## config.mk

```make
export PLATFORM = sky130hd
export DESIGN_NAME = spi_shift_reg
export DESIGN_NICKNAME = d
export VERILOG_FILES = /design/src/rtl/spi_shift_reg.sv
export SDC_FILE = /design/constraint.sdc
export NUM_CORES = 1
export LEC_CHECK = 0
export CORE_ASPECT_RATIO = 0.5
export CORE_MARGIN = 2
export CORE_UTILIZATION = 40
export DETAILED_ROUTE_END_ITERATION = 7
export SKIP_CTS_REPAIR_TIMING = 1
export SLEW_MARGIN = 20
export SYNTH_ARGS = -nofsm -noshare
export SYNTH_HDL_FRONTEND = slang
export SYNTH_SLANG_ARGS = --single-unit
```

## constraint.sdc

```tcl
create_clock -name wb_clk_in -period 3.5 [get_ports wb_clk_in]
set_input_delay 0.7 -clock wb_clk_in [delete_from_list [all_inputs] [get_ports wb_clk_in]]
set_output_delay 0.7 -clock wb_clk_in [all_outputs]
set_load 0.1 [all_outputs]
```

## src/rtl/spi_shift_reg.sv

```systemverilog
// ============================================================================
// Module   : spi_shift_reg
// Brief    : SPI master data shift stage. It launches and samples bits on the
//            clock-generator strobes and drives the tip/last_clk handshake.
// Revision : 1.0
// ============================================================================
`default_nettype none

module spi_shift_reg #(
  parameter int DATA_W = 32,
  parameter int LEN_W  = 5
) (
  input  logic              wb_clk_in,
  input  logic              wb_rst,
  input  logic              go,
  input  logic              load,
  input  logic [DATA_W-1:0] data_in,
  input  logic [LEN_W-1:0]  len,
  input  logic              lsb,
  input  logic              tx_negedge,
  input  logic              rx_negedge,
  input  logic              cpol_0,
  input  logic              cpol_1,
  input  logic              miso,
  output logic              tip,
  output logic              last_clk,
  output logic              mosi,
  output logic [DATA_W-1:0] data_out,
  output logic              done
);

  typedef enum logic [0:0] {
    S_IDLE = 1'b0,
    S_XFER = 1'b1
  } state_t;

  localparam logic [LEN_W:0] FULL_N = (LEN_W+1)'(DATA_W);
  localparam logic [LEN_W:0] ONE    = (LEN_W+1)'(1);

  state_t              state_q, state_d;
  logic [DATA_W-1:0]   tx_q, tx_d;
  logic [DATA_W-1:0]   data_out_q, data_out_d;
  logic [LEN_W:0]      n_q, n_d;
  logic [LEN_W:0]      rem_q, rem_d;
  logic [LEN_W:0]      k_q, k_d;
  logic [LEN_W:0]      j_q, j_d;
  logic                lsb_q, lsb_d;
  logic                txn_q, txn_d;
  logic                rxn_q, rxn_d;
  logic                last_clk_q, last_clk_d;
  logic                mosi_q, mosi_d;
  logic                done_q, done_d;

  logic                tx_strobe, rx_strobe;
  logic [LEN_W:0]      n_new;

  // Sequence index i maps to word bit i (LSB first) or N-1-i (MSB first).
  function automatic logic [LEN_W-1:0] bit_pos(input logic [LEN_W:0] i,
                                               input logic [LEN_W:0] n,
                                               input logic           lsb_first);
    logic [LEN_W:0] p;
    p = lsb_first ? i : (n - i - ONE);
    return p[LEN_W-1:0];
  endfunction

  always_comb begin
    state_d    = state_q;
    tx_d       = tx_q;
    data_out_d = data_out_q;
    n_d        = n_q;
    rem_d      = rem_q;
    k_d        = k_q;
    j_d        = j_q;
    lsb_d      = lsb_q;
    txn_d      = txn_q;
    rxn_d      = rxn_q;
    mosi_d     = mosi_q;
    done_d     = 1'b0;
    tx_strobe  = txn_q ? cpol_1 : cpol_0;
    rx_strobe  = rxn_q ? cpol_1 : cpol_0;
    n_new      = (len == '0) ? FULL_N : {1'b0, len};

    case (state_q)
      S_IDLE: begin
        if (load) begin
          tx_d = data_in;
        end
        if (go) begin
          state_d    = S_XFER;
          n_d        = n_new;
          rem_d      = n_new;
          lsb_d      = lsb;
          txn_d      = tx_negedge;
          rxn_d      = rx_negedge;
          k_d        = '0;
          j_d        = '0;
          data_out_d = '0;
          // Falling-edge launch needs bit 0 on the line before the first rise.
          if (tx_negedge) begin
            mosi_d = tx_d[bit_pos('0, n_new, lsb)];
            k_d    = ONE;
          end
        end
      end
      default: begin
        if (tx_strobe && (k_q < n_q)) begin
          mosi_d = tx_q[bit_pos(k_q, n_q, lsb_q)];
          k_d    = k_q + ONE;
        end
        if (rx_strobe && (j_q < n_q)) begin
          data_out_d[bit_pos(j_q, n_q, lsb_q)] = miso;
          j_d = j_q + ONE;
        end
        if (cpol_0 && (rem_q != '0)) begin
          rem_d = rem_q - ONE;
        end
        if (cpol_1 && last_clk_q) begin
          state_d = S_IDLE;
          done_d  = 1'b1;
        end
      end
    endcase

    // Computed from next-state values so it lands with the final SCLK rise.
    last_clk_d = (state_d == S_XFER) && (rem_d == '0);
  end

  always_ff @(posedge wb_clk_in or posedge wb_rst) begin
    if (wb_rst) begin
      state_q    <= S_IDLE;
      tx_q       <= '0;
      data_out_q <= '0;
      n_q        <= '0;
      rem_q      <= '0;
      k_q        <= '0;
      j_q        <= '0;
      lsb_q      <= 1'b0;
      txn_q      <= 1'b0;
      rxn_q      <= 1'b0;
      last_clk_q <= 1'b0;
      mosi_q     <= 1'b0;
      done_q     <= 1'b0;
    end else begin
      state_q    <= state_d;
      tx_q       <= tx_d;
      data_out_q <= data_out_d;
      n_q        <= n_d;
      rem_q      <= rem_d;
      k_q        <= k_d;
      j_q        <= j_d;
      lsb_q      <= lsb_d;
      txn_q      <= txn_d;
      rxn_q      <= rxn_d;
      last_clk_q <= last_clk_d;
      mosi_q     <= mosi_d;
      done_q     <= done_d;
    end
  end

  assign tip      = (state_q == S_XFER);
  assign last_clk = last_clk_q;
  assign mosi     = mosi_q;
  assign data_out = data_out_q;
  assign done     = done_q;

endmodule

`default_nettype wire

```

==> flow_results.org <==
** Timing
- Number of hold violations in the final report :: 0
- Smallest setup slack after layout :: 589 ps
- Timing would allow up to 344 MHz.
- Number of setup violations in the final report :: 0
- The final max-slew violation count is 0.
- In the final timing run, aggregate negative setup slack is 0 ps.
- Unrepaired setup endpoints after global routing :: false
- Dividing the final minimum period by the clock period gives 0.832.
- Relative slew margins :: 0.345
- For the pin with the worst max-slew slack, the measured transition is 980 ps.
- For the finished layout, the period the worst path requires is 2910 ps.
- Between clock sinks in the finished design, the worst skew comes to 11.7 ps.

** Finish
- Final Net Count :: 777
- In the final layout, the share of cells above drive strength 1 is 0.134.
- For this run, the share of the core covered by cells in the final layout is 0.505.
- Total inserted antenna cells :: 0
- Layout-stage area growth over the synthesis result :: 22.7%
- For this run, the number of standard cells in the final layout without fillers is 906.

** Route
- Average detailed-routed wire length per instance :: 16.6 um
- Count of vias placed by the detailed router :: 4,895
- Vias/cell :: 5.40
- The first routing iteration left 358 violations.
- Post-Route WL :: 15,000 um
- 1st-pass router iterations :: 5
- Count of antenna-violating nets left after detailed routing :: 0
- DRC violations left :: 0

** Logic synthesis
- Of the total synthesized cell area, the portion taken by AND, OR, NAND and NOR gates is 0.187.
- By area, the combinational part of the netlist is dominated by multiplexers.
- Post-Syn Area :: 5990 sq um
- Asr flop ratio synth :: 1.00
- The compound-cell area share of the yosys netlist was 0.109.
- Most frequent cells after synthesis :: nand2_1, dfrtp_1, mux2i_1
- Number of synthesized flops with an enable pin :: 0
- Number of storage elements in the synthesis netlist :: 95
- Main synth FF type :: dfrtp_1
- Net count of the mapped netlist :: 698
- Synthesis instantiated 54 different standard cells from the library.
- During synthesis, Yosys emitted a total of 0 warnings.
- Dominant cell type by area after synthesis :: dfrtp_1
- nand2_1 is the most common cell in the netlist.
- Fraction of synthesized area in multiplexers :: 0.192
- Each instance of the synthesized netlist takes up on average 9.60 sq um.
- Fraction of post-synthesis cell area in the top cell type by area :: 0.397
- Sequential element share of the synthesized area :: 0.397
- Area share of xor/xnor cells in the synthesized design :: 0.0175
- The cell count after synthesis came out at 624.
- By area the synthesized netlist is led by dfrtp_1, mux2i_1, mux2_2.
- Of the total synthesized cell area, the portion taken by full adders, half adders and majority gates is 0.0589.

** Pwr
- Power consumption :: 7.67 mW
- For this design the static power due to leakage is 3.29 nW.
- The worst-case IR drop observed on VDD is 366 uV.
- Dividing total power by cell area gives a power density of 1040 nW/um^2.

** Placement
- Placed cell count :: 890
- The count of buffers added on input and output ports is 82.
- DP Wirelength :: 10,600 um
- Pre-CTS setup slack :: 291 ps
- The congestion estimate from routability-driven global placement came to 0.868.

** Worst setup path
- CP Capture Type :: flip-flop
- In this run the critical register-to-register path is launched from j_q[0].
- The critical path is of the in -> reg type.
- Maximum net fanout on the critical path :: 8
- Endpoint required time on the critical path :: 3720 ps
- At the worst endpoint, the arrival time is 3130 ps.
- Startpoint of the worst setup timing path :: len[1]
- Register-to-register setup slack :: 690 ps
- STA classifies the critical path startpoint as an input port.

** Die
- Floorplan die area :: 16,000 sq um
- Horizontal die dimension :: 177 um
- Die outline height :: 90.5 um
- The core region is 14,500 sq um.
- The initial utilization of the core area, before any placement, comes to 0.412.
- Top-level port count :: 83
- After floorplanning, the core was divided into 31 placement rows.

** CTS
- Counting every sink on the clock net gives 95.
- CTS placed an instance of clkbuf_16 at the clock tree root.
- Number of buffers on the longest clock path :: 2
- After clock tree synthesis, the clock-pin slew on the worst setup and hold paths is 70 ps.
- TritonCTS built the clock tree.
- Counting the buffers created by CTS gives 9.
- The clock reaches the later pin of the worst-skew pair after 350 ps.
- The H-tree was split into 3 levels.

** Global routing
- The initial antenna violation count came to 0.
- Via count of the first global-routing pass :: 4,794
- Pin count of the biggest net entering global routing :: 67
- Summed over all layers, the global routing overflow is 0.
- Across every metal layer, demand over resource in global routing totals 0.200.
- The first global-routing pass estimated 25,600 um of wire.

** Min path
- In this run the most critical hold path is launched from rxn_q.
- Class of the most critical hold timing path :: reg -> reg

** Outcome
- Result of the run :: finished clean

** Job
- Max-cap violations in this run came to 0.
metal layers:
metal,vias to the layer above,share of wire,GRT usage
met2,120,0.44,0.303
met4,0,0.019,0.0551
met3,28,0.041,0.0362
li1,2390,-,-
met1,2357,0.50,0.292
met5,-,0,0
layout make-up:
| type | instances | area [sq um] |
|---|---|---|
| inverters | 28 | 106 |
| repair buffers | 97 | 951 |
| fillers | 1406 | 7190 |
| well taps | 198 | 248 |
| multi-input cells | 472 | 3390 |
| clock buffers | 10 | 239 |
| clock inverters | 6 | 43.8 |
| flip-flops and latches | 95 | 2380 |
cells by family (layout without fill, tap and decap cells):
family	count (synthesis)	in the layout
compound gates	99	99
xor+xnor	12	12
fa+ha+maj	27	27
buf+inv	57	141
flops	95	95
mux	108	108
simple gates	226	226
sequential cells by signal, indices dropped and copies added (netlist names):
name and count:
k_q 6, tip 1, tx_q 32, last_clk 1, txn_q 1, n_q 6, rem_q 6, mosi 1
data_out 32, lsb_q 1, j_q 6, rxn_q 1, done 1
path summary, 6_finish.rpt:
path | end | depth (start not counted)
min in group asynchronous | j_q[1] | 2
hold / removal | rxn_q | 2
setup reg to reg | data_out[3] | 10
max in group asynchronous | tx_q[24] | 3
setup / recovery | mosi | 10
hold reg to reg | rxn_q | 2
where the power goes:
group	switching (mW)	leakage, nW	internal [mW]
Sequential	0.441	1.20	1.57
Clock	0.460	0.139	0.505
Combinational	3.03	1.95	1.66
through the flow:
step	cell area [sq um]	hold WS (ps)
2_1_floorplan	5990	468
3_3_place_gp	7070	489
3_5_place_dp	7070	495
4_1_cts	7350	512
5_1_grt	7350	543
6_report	7350	508
critical path: stages:
cell	delay [ps]
clkdlybuf4s50_1	560
inv_1	70
ha_1	330
a21oi_1	560
nor2_1	120
a31o_2	240
o21ai_0	160
nand4_1	110
a22oi_1	160
o211ai_1	110
layout by cell type, fill, tap and decap left out, drive strengths merged, types with 3 or more instances in the layout:
cell type / netlist / final
o21a: 3 / 3
mux2: 47 / 47
a21oi: 15 / 15
o21ai: 25 / 25
nor2b: 13 / 13
nor3: 9 / 9
or3: 6 / 6
o22ai: 19 / 19
ha: 25 / 25
nand2b: 7 / 7
dfrtp: 95 / 95
nor2: 15 / 15
xor2: 6 / 6
nor3b: 13 / 13
o32ai: 3 / 3
a211oi: 3 / 3
clkbuf: 16 / 10
nand3: 53 / 53
xnor2: 6 / 6
clkinv: 0 / 5
a21o: 5 / 5
o211ai: 3 / 3
inv: 28 / 28
or2: 3 / 3
nand2: 96 / 96
o31ai: 3 / 3
buf: 13 / 17
o21bai: 3 / 3
mux2i: 61 / 61
nand4: 6 / 6
clkdlybuf4s50: 0 / 80
Note: power is estimated with default switching activity, not from simulation.
